[src/rtl/spi_sched_pkg.sv]
// Shared types and constants for the SPI transaction scheduler.
//   state_t      : scheduler FSM states
//   idx_w()      : requester index width, never below 1 bit
//   DEF_*        : default sizing/timing values used by the top-level parameters
package spi_sched_pkg;

  typedef enum logic [2:0] {
    S_IDLE,
    S_LOAD,
    S_START,
    S_WAIT_BUSY,
    S_WAIT_DONE,
    S_GAP,
    S_FINISH
  } state_t;

  localparam int DEF_NUM_REQ    = 2;
  localparam int DEF_IDX_W      = $clog2(DEF_NUM_REQ);
  localparam int DEF_DATA_WIDTH = 8;
  localparam int DEF_LEN_W      = 4;
  localparam int DEF_GAP_CYCLES = 25;
  localparam int DEF_BUSY_TO    = 16;

  function automatic int idx_w(input int n);
    return (n > 1) ? $clog2(n) : 1;
  endfunction

endpackage

[src/rtl/spi_rr_arbiter.sv]
// Round-robin requester pick.
//   clk, rst_n : clock, async active-low reset
//   req        : request vector
//   grant_en   : commit the current pick (moves the pointer onto the winner)
//   pick       : one-hot winner, combinational; search starts at pointer+1
// The pointer resets to NUM_REQ-1 so requester 0 wins the first arbitration.
module spi_rr_arbiter
  import spi_sched_pkg::*;
#(
  parameter int NUM_REQ = DEF_NUM_REQ,
  localparam int IDX_W  = idx_w(NUM_REQ)
) (
  input  logic               clk,
  input  logic               rst_n,
  input  logic [NUM_REQ-1:0] req,
  input  logic               grant_en,
  output logic [NUM_REQ-1:0] pick
);

  logic [IDX_W-1:0] ptr;
  logic [IDX_W-1:0] sel;
  logic             f_all;
  logic             f_hi;
  int               lo_all;
  int               lo_hi;

  // Lowest requester above the pointer wins; if none, wrap to lowest overall.
  always_comb begin
    f_all  = 1'b0;
    f_hi   = 1'b0;
    lo_all = 0;
    lo_hi  = 0;
    for (int i = NUM_REQ - 1; i >= 0; i--) begin
      if (req[i]) begin
        lo_all = i;
        f_all  = 1'b1;
        if (i > int'(ptr)) begin
          lo_hi = i;
          f_hi  = 1'b1;
        end
      end
    end
    sel  = f_hi ? IDX_W'(lo_hi) : IDX_W'(lo_all);
    pick = f_all ? (NUM_REQ'(1) << sel) : '0;
  end

  always_ff @(posedge clk or negedge rst_n) begin
    if (!rst_n)                ptr <= IDX_W'(NUM_REQ - 1);
    else if (grant_en && f_all) ptr <= sel;
  end

endmodule

[src/rtl/spi_txn_scheduler.sv]
// Arbitrates NUM_REQ requesters onto one spi_master and sequences their bursts.
//   clk, rst_n          : clock, async active-low reset
//   req/req_rd/req_len  : request level, read flag, frame count (sampled at grant)
//   wr_data             : per-requester next TX byte
//   gnt                 : one-hot owner, held for the whole burst
//   wr_ack / rd_valid   : per-owner byte captured / rd_data updated pulses
//   rd_data             : last byte received
//   done / err          : burst end pulse / timeout flag alongside done
//   spi_*               : spi_master start strobes, tx byte, rx byte, busy
// Flow per frame: LOAD -> START -> WAIT_BUSY -> WAIT_DONE -> (GAP -> LOAD | FINISH).
module spi_txn_scheduler
  import spi_sched_pkg::*;
#(
  parameter int NUM_REQ    = DEF_NUM_REQ,
  parameter int DATA_WIDTH = DEF_DATA_WIDTH,
  parameter int LEN_W      = DEF_LEN_W,
  parameter int GAP_CYCLES = DEF_GAP_CYCLES,
  parameter int BUSY_TO    = DEF_BUSY_TO
) (
  input  logic                          clk,
  input  logic                          rst_n,
  input  logic [NUM_REQ-1:0]            req,
  input  logic [NUM_REQ-1:0]            req_rd,
  input  logic [NUM_REQ*LEN_W-1:0]      req_len,
  input  logic [NUM_REQ*DATA_WIDTH-1:0] wr_data,
  output logic [NUM_REQ-1:0]            gnt,
  output logic [NUM_REQ-1:0]            wr_ack,
  output logic [DATA_WIDTH-1:0]         rd_data,
  output logic [NUM_REQ-1:0]            rd_valid,
  output logic [NUM_REQ-1:0]            done,
  output logic [NUM_REQ-1:0]            err,
  output logic                          spi_start_tx,
  output logic                          spi_start_rx,
  output logic [DATA_WIDTH-1:0]         spi_tx_data,
  input  logic [DATA_WIDTH-1:0]         spi_rx_data,
  input  logic                          spi_busy
);

  localparam int TO_W  = $clog2(BUSY_TO + 1);
  localparam int GAP_W = $clog2(GAP_CYCLES + 1);

  state_t state, nxt;

  logic [NUM_REQ-1:0][LEN_W-1:0]      len_arr;
  logic [NUM_REQ-1:0][DATA_WIDTH-1:0] wr_arr;
  logic [NUM_REQ-1:0]                 pick;
  logic                               grant_en;
  logic [LEN_W-1:0]                   pick_len, len_q, cnt, cnt_inc;
  logic                               pick_rd, rd_q, err_q;
  logic [DATA_WIDTH-1:0]              own_wr;
  logic [TO_W-1:0]                    to_cnt;
  logic [GAP_W-1:0]                   gap_cnt;
  logic                               to_hit, gap_hit;

  assign len_arr = req_len;
  assign wr_arr  = wr_data;

  // Foreign activity on the bus blocks arbitration entirely.
  assign grant_en = (state == S_IDLE) && (|req) && !spi_busy;
  assign cnt_inc  = cnt + LEN_W'(1);
  assign to_hit   = (to_cnt == TO_W'(BUSY_TO - 1));
  assign gap_hit  = (gap_cnt == GAP_W'(GAP_CYCLES - 1));

  spi_rr_arbiter #(.NUM_REQ(NUM_REQ)) u_arb (
    .clk      (clk),
    .rst_n    (rst_n),
    .req      (req),
    .grant_en (grant_en),
    .pick     (pick)
  );

  // One-hot muxes: candidate's len/rd at arbitration, owner's byte at LOAD.
  always_comb begin
    pick_len = '0;
    pick_rd  = 1'b0;
    own_wr   = '0;
    for (int i = 0; i < NUM_REQ; i++) begin
      if (pick[i]) begin
        pick_len = len_arr[i];
        pick_rd  = req_rd[i];
      end
      own_wr = own_wr | (wr_arr[i] & {DATA_WIDTH{gnt[i]}});
    end
  end

  always_ff @(posedge clk or negedge rst_n) begin
    if (!rst_n) state <= S_IDLE;
    else        state <= nxt;
  end

  always_comb begin
    nxt          = state;
    wr_ack       = '0;
    spi_start_tx = 1'b0;
    spi_start_rx = 1'b0;
    done         = '0;
    err          = '0;
    case (state)
      S_IDLE:      if (grant_en) nxt = (pick_len == '0) ? S_FINISH : S_LOAD;
      S_LOAD: begin
        if (!rd_q) wr_ack = gnt;
        nxt = S_START;
      end
      S_START: begin
        spi_start_tx = !rd_q;
        spi_start_rx = rd_q;
        nxt          = S_WAIT_BUSY;
      end
      S_WAIT_BUSY: begin
        if (spi_busy)    nxt = S_WAIT_DONE;
        else if (to_hit) nxt = S_FINISH;
      end
      // A busy glitch still completes the frame here; the follow-up 1 lands in GAP.
      S_WAIT_DONE: if (!spi_busy) nxt = (cnt_inc == len_q) ? S_FINISH : S_GAP;
      S_GAP:       if (gap_hit) nxt = S_LOAD;
      S_FINISH: begin
        done = gnt;
        err  = err_q ? gnt : '0;
        nxt  = S_IDLE;
      end
      default:     nxt = S_IDLE;
    endcase
  end

  always_ff @(posedge clk or negedge rst_n) begin
    if (!rst_n) begin
      gnt         <= '0;
      len_q       <= '0;
      rd_q        <= 1'b0;
      cnt         <= '0;
      err_q       <= 1'b0;
      to_cnt      <= '0;
      gap_cnt     <= '0;
      spi_tx_data <= '0;
      rd_data     <= '0;
      rd_valid    <= '0;
    end else begin
      // rd_data and rd_valid become visible together, one cycle after busy falls.
      rd_valid <= (state == S_WAIT_DONE && !spi_busy && rd_q) ? gnt : '0;
      case (state)
        S_IDLE: if (grant_en) begin
          gnt   <= pick;
          len_q <= pick_len;
          rd_q  <= pick_rd;
          cnt   <= '0;
          err_q <= 1'b0;
        end
        S_LOAD: begin
          spi_tx_data <= rd_q ? '0 : own_wr;
          to_cnt      <= '0;
        end
        S_WAIT_BUSY: if (!spi_busy) begin
          if (to_hit) err_q <= 1'b1;
          if (to_cnt != TO_W'(BUSY_TO)) to_cnt <= to_cnt + TO_W'(1);
        end
        S_WAIT_DONE: if (!spi_busy) begin
          cnt     <= cnt_inc;
          gap_cnt <= '0;
          if (rd_q) rd_data <= spi_rx_data;
        end
        S_GAP:    gap_cnt <= gap_cnt + GAP_W'(1);
        S_FINISH: gnt <= '0;
        default: ;
      endcase
    end
  end

endmodule

[config.mk]
export PLATFORM = sky130hd
export DESIGN_NAME = spi_txn_scheduler
export DESIGN_NICKNAME = d
export VERILOG_FILES = /design/src/rtl/spi_sched_pkg.sv /design/src/rtl/spi_rr_arbiter.sv /design/src/rtl/spi_txn_scheduler.sv
export SDC_FILE = /design/constraint.sdc
export NUM_CORES = 1
export LEC_CHECK = 0
export ABC_CLOCK_PERIOD_IN_PS = 4600
export BUFFER_PORTS_ARGS = -buffer_cell sky130_fd_sc_hd__buf_2
export CORE_ASPECT_RATIO = 1.4
export CORE_MARGIN = 4
export CORE_UTILIZATION = 27
export DETAILED_ROUTE_END_ITERATION = 10
export GPL_TIMING_DRIVEN = 0
export PLACE_DENSITY = 0.51
export SLEW_MARGIN = 40
export SYNTH_ARGS = -nofsm -noshare
export SYNTH_HDL_FRONTEND = slang
export SYNTH_SLANG_ARGS = --single-unit
[constraint.sdc]
create_clock -name clk -period 4.6 [get_ports clk]
set_input_delay 0 -clock clk [delete_from_list [all_inputs] [get_ports clk]]
set_output_delay 0 -clock clk [all_outputs]
set_load 0.05 [all_outputs]
## Word-level counts from Yosys, hierarchy flattened

Index checks and enable logic that the tools add are counted.

| word-level totals | value |
|---|---|
| input port bits | 39 |
| logic and storage cells | 106 |
| register bits | 44 |
| output and inout bits | 28 |

| cells by class | value |
|---|---|
| multiplexer cells | 45 |
| reduce and logical (&&, ||, !) cells | 23 |
| $add $sub $neg | 3 |
| order comparisons | 1 |
| shift operators | 1 |
| bitwise operators | 4 |
| eq/ne operators | 17 |

Operator list:

| kind | number |
|---|---|
| one-hot mux 5 bit (2 select lines) | 2 |
| 2-to-1 mux 2 bit | 9 |
| 2-to-1 mux 3 bit | 6 |
| one-hot mux 3 bit (6 select lines) | 1 |
| bitwise AND 8 bit | 2 |
| 2-to-1 mux 1 bit | 16 |
| 2-to-1 mux 4 bit | 4 |
| 2-to-1 mux 5 bit | 3 |
| adder 5 x 1 -> 5 bit (second input constant) | 2 |
| != test 2 bit (second input constant) | 5 |
| nonzero test 2 bit | 5 |
| equality test 3 bit (second input constant) | 3 |
| AND reduction 3 bit | 3 |
| 2-to-1 mux 8 bit | 1 |
| OR 8 bit | 1 |
| one-hot mux 4 bit (2 select lines) | 1 |
| AND reduction 4 bit | 2 |
| equality test 3 x 2 -> 1 bit (second input constant) | 2 |
| AND reduction 2 bit | 3 |
| equality test 5 x 4 -> 1 bit (second input constant) | 1 |
| equality test 5 bit (second input constant) | 1 |
| logical AND 1 bit | 5 |
| != test 5 bit (second input constant) | 1 |
| adder 4 x 1 -> 4 bit (second input constant) | 1 |
| other kinds (13) | 14 |

## Logic depth before layout (Yosys ltp)

| logic depth | value |
|---|---|
| depth after elaboration | 12 |
| mapped depth | 6 |
| mapped depth without buffers | 6 |

## Cells and area by module

Synthesis repeated with hierarchy kept, for this count alone.

| second synthesis, totals | value |
|---|---|
| cell total of the unflattened synthesis | 223 |
| area, all modules | 2332.2 um2 |

Modules (own cells, without submodules):

| module | times used | seq. area each (um2) | cells an instance | area an instance (um2) |
|---|---|---|---|---|
| spi_txn_scheduler | 1 | 1076.0 | 217 | 2275.9 |
| spi_rr_arbiter | 1 | 26.3 | 6 | 56.3 |

## Worst setup path before layout

Ideal clock, no wire load.

| timing | value |
|---|---|
| path kind | register -> output |
| start point | reg rd_q |
| end point | out spi_start_rx |
| setup slack | 2316 ps |
| path buffers | 1 |
| cell stages (with the launch flop) | 3 |
| data arrival time | 2284 ps |
| cell sequence | dfrtp_1 -> clkbuf_1 -> nor4b_1 |

| between the ends | value |
|---|---|
| word-level cells in the longest chain between the ends | 1 |

RTL lines:

| element | RTL line | source |
|---|---|---|
| start, declared | spi_txn_scheduler.sv:49 | `logic pick_rd, rd_q, err_q;` |
| start signal, assigned | spi_txn_scheduler.sv:144 | `rd_q <= pick_rd;` |
| 2-to-1 mux 1 bit | spi_txn_scheduler.sv:98 | `case (state)` |
| end, declared | spi_txn_scheduler.sv:33 | `output logic spi_start_rx,` |

Every way passes these cells.

## Final worst setup path

| timing | value |
|---|---|
| start point | reg state[2] |
| end point | reg spi_tx_data[1] |

| between the ends | value |
|---|---|
| word-level cells in the longest chain between the ends | 1 |

RTL lines:

| element | RTL line | source |
|---|---|---|
| start, declared | spi_txn_scheduler.sv:42 | `state_t state, nxt;` |
| start signal, assigned | spi_txn_scheduler.sv:88 | `else state <= nxt;` |
| equality test 3 x 1 -> 1 bit | spi_txn_scheduler.sv:140 | `case (state)` |
| end signal, assigned | spi_txn_scheduler.sv:149 | `spi_tx_data <= rd_q ? '0 : own_wr;` |
| end, declared | spi_txn_scheduler.sv:34 | `output logic [DATA_WIDTH-1:0] spi_tx_data,` |

Every way passes these cells.
A chain may end at the register's enable or synchronous reset.

==> out/summary.txt <==
pin count of the biggest net entering global routing: 45
Design Power: 0.00216 W
Critical Path AT: 2.50 ns
RSZ-0062 raised after global routing: false
first-pass GRT wire length: 9720 um
hold path startpoint: req_len[4]
crit-path cells: or3b_1 > buf_6 > nor3b_4 > a222oi_1 > dlygate4sd3_1 > inv_1
H-tree levels: 2
HPWL after DPL: 4270 um
syn nets: 267
pins over their slew limit: 0
Max Cap Viol: 0
die height: 118 um
initial DRC count: 75
Reg power frac: 31.3%
Hold EP: len_q[0]
critical path startpoint category: flop
WP data required: 4.82 ns
max_slew headroom: 58.8%
met2 WL post-DR: 3100 um
routed length on met1: 2380 um
clk_lat worst skew: 0.28 ns
final setup vio count: 0
crit share post-route: 49.6%
dpl cells: 388
Switch Pwr: 0.000962 W
Max Freq: 439 MHz
initial core utilization: 28.1%
clk slew on worst S/H paths: 0.06 ns
met3 WL: 346 um
Slew @ Worst Pin: 0.617 ns
Cells after Synth: 222
min Tclk post-route: 2.28 ns
leading area contributor after synthesis: dfrtp_1
Routed WL: 5920 um
wire length per cell: 14.1 um
share of post-route cells with drive strength above 1: 30.1%
DRT Pass-1 Iters: 6
Core ar.: 0.00830 sq mm
Worst R2R Path Depth: 6
largest cells by area after synthesis: dfrtp_1 (46%), mux2_2 (4.4%), o21ai_0 (3.7%)
setup_tns: 0 ns
Die W: 86.5 um
synthesis-to-layout area growth: 37.5%
setup slack, reg-to-reg: 2.32 ns
Reg-to-Reg End: spi_tx_data[1]
Clock Tree Buf Depth: 2
Post-CTS Resized: 0
hold path depth: 3
clk root buf: clkbuf_16
Post-Syn Area: 0.00233 sq mm
total gr overflow: 0
Distinct cells, synth: 51
Seq/Total Area, Yosys: 47.4%
# Post-CTS Setup Buffers: 0
Setup crit end kind: flop
clock sinks: 44
final hold vios: 0
Final Instance Count excl. Fillers: 421
skew final: 0.00429 ns
DRT antenna net count: 0
Switching Share: 44.5%
I/O Buffers: 64
clock share of power: 18.3%
Combinational Power Share: 50.4%
CP peak stage delay: 0.60 ns
multi-input logic area: 0.00112 sq mm
IO Pins: 67
GRT Overall Usage: 12.0%
CTS tree: built
hold buffer count at CTS: 25
uppermost routed layer: met4
pre-CTS setup slack: 2.66 ns
routability-driven placement congestion ratio: 0.769
Async S/R FF share, synth: 100%
EDFF count, synth: 0
final core utilization: 38.6%
Yosys top cell area share: 46.2%
Setup CP Type: reg2reg
die area: 0.0102 sq mm
Fillers: 824
status: finished, final reports clean
Max FO, Critical Path: 10
sequential cell area: 0.00110 sq mm
PD cells: 676 mW/mm^2
CP max-delay cell: dlygate4sd3_1
Most used DFF post-synth: dfrtp_1
initial antenna violation count: 0
#FFs+latches synth: 44
synth warn: 0
Hold Path Class: in2reg
Peak VDD IR: 0.000308 V
setup ws final: 2.32 ns
RR Startpoint: state[2]
syn_area_per_cell: 10.5 sq um
Leakage: 1.56 nW
vias per cell: 4.90
Std-Cell Rows: 39
P_int: 0.00120 W
DR DRC count: 0
Vias: 2065
vias in the first global route: 2071
antenna cell count: 0
Final Net Count: 363
CTS buffer count: 5
-- Yosys cell counts, drive strengths merged, types with 4 or more instances --
cell and n:
nand2 22, inv 15, and3 7, dfrtp 43, a32oi 5, nor2 8, nor3 6, buf 6
a222oi 8, o31ai 4, a22o 5, clkbuf 4, xnor2 4, ha 6, xor2 4, mux2 9
nand3 4, o21ai 18
-- cell type report --
type                            count  area share, %
Tap cell                          102           3.99
Multi-Input combinational cell    153           34.9
Inverter                           15           1.76
Clock buffer                        6           4.03
Timing Repair Buffer               89           17.9
Clock inverter                      2           1.09
Sequential cell                    44           34.4
Buffer                             10           1.88
-- flip-flops by register name (all words and copies together) (netlist names), 2 cells and up --
| signal | count |
|---|---|
| gnt | 2 |
| cnt | 4 |
| spi_tx_data | 8 |
| len_q | 4 |
| state | 3 |
| rd_data | 8 |
| to_cnt | 5 |
| rd_valid | 2 |
| gap_cnt | 5 |
-- power groups by stage --
stage	clock, W	sequential (W)	combinational (W)
after global routing	0.000427	0.000705	0.00118
after floorplan	0	0.000938	0.000507
after CTS	0.000412	0.000680	0.00110
after global placement	0	0.000677	0.00101
final	0.000395	0.000678	0.00109
after detailed placement	0	0.000685	0.00102
-- through the flow --
step	area, sq um	hold slack, ns
final	3200	0.0113
after global routing	3200	0.0229
after CTS	3200	0.0109
after detailed placement	2790	0.0460
after global placement	2780	0.235
after floorplan	2330	-0.296
-- worst max path at each step --
| stage | startpoint | to | slack, ns | depth (start not counted) |
|---|---|---|---|---|
| after global routing | state[2] | spi_tx_data[5] | 2.15 | 6 |
| after CTS | state[2] | spi_tx_data[2] | 2.32 | 6 |
| after floorplan | rd_q | spi_start_rx | 2.32 | 2 |
| after global placement | state[0] | rd_data[6] | 2.58 | 3 |
| after detailed placement | to_cnt[0] | state[1] | 2.66 | 6 |
| final | state[2] | spi_tx_data[1] | 2.32 | 6 |
-- layer usage --
metal | global-route usage (%) | vias to the layer above
met1 | 13.1 | 984
met5 | 0 | -
met3 | 3.01 | 7
met2 | 21.8 | 66
li1 | - | 1008
met4 | 4.09 | 0
-- placed cells by master, fill, tap and decap left out, types with 5 or more instances in the layout --
cell type / instances
mux2_2: 9
buf_2: 66
a32oi_1: 5
dlygate4sd3_1: 25
nor3_1: 6
ha_1: 6
o21ai_0: 17
clkbuf_1: 5
nor2_1: 8
clkbuf_16: 5
nand2_1: 21
and3_1: 7
inv_1: 15
dfrtp_1: 43
a222oi_1: 8
a22o_1: 5
-- cells by family after synthesis --
logic type | synth area share [%]
muxes | 5.65
AOI/OAI and AO/OA | 16.0
buffers and inverters | 5.00
DFF | 47.4
and+or+nand+nor | 19.7
adders and majority gates | 3.23
xor gates and xnor gates | 3.01
-- worst max-delay path, delay by kind of cell (launching register included) --
family,cells,cell delay [ns]
compound gates,1,0.18
buf+inv,3,0.82
flops,1,0.45
simple gates,2,0.79
No activity file was read; power rests on OpenSTA's default activity.
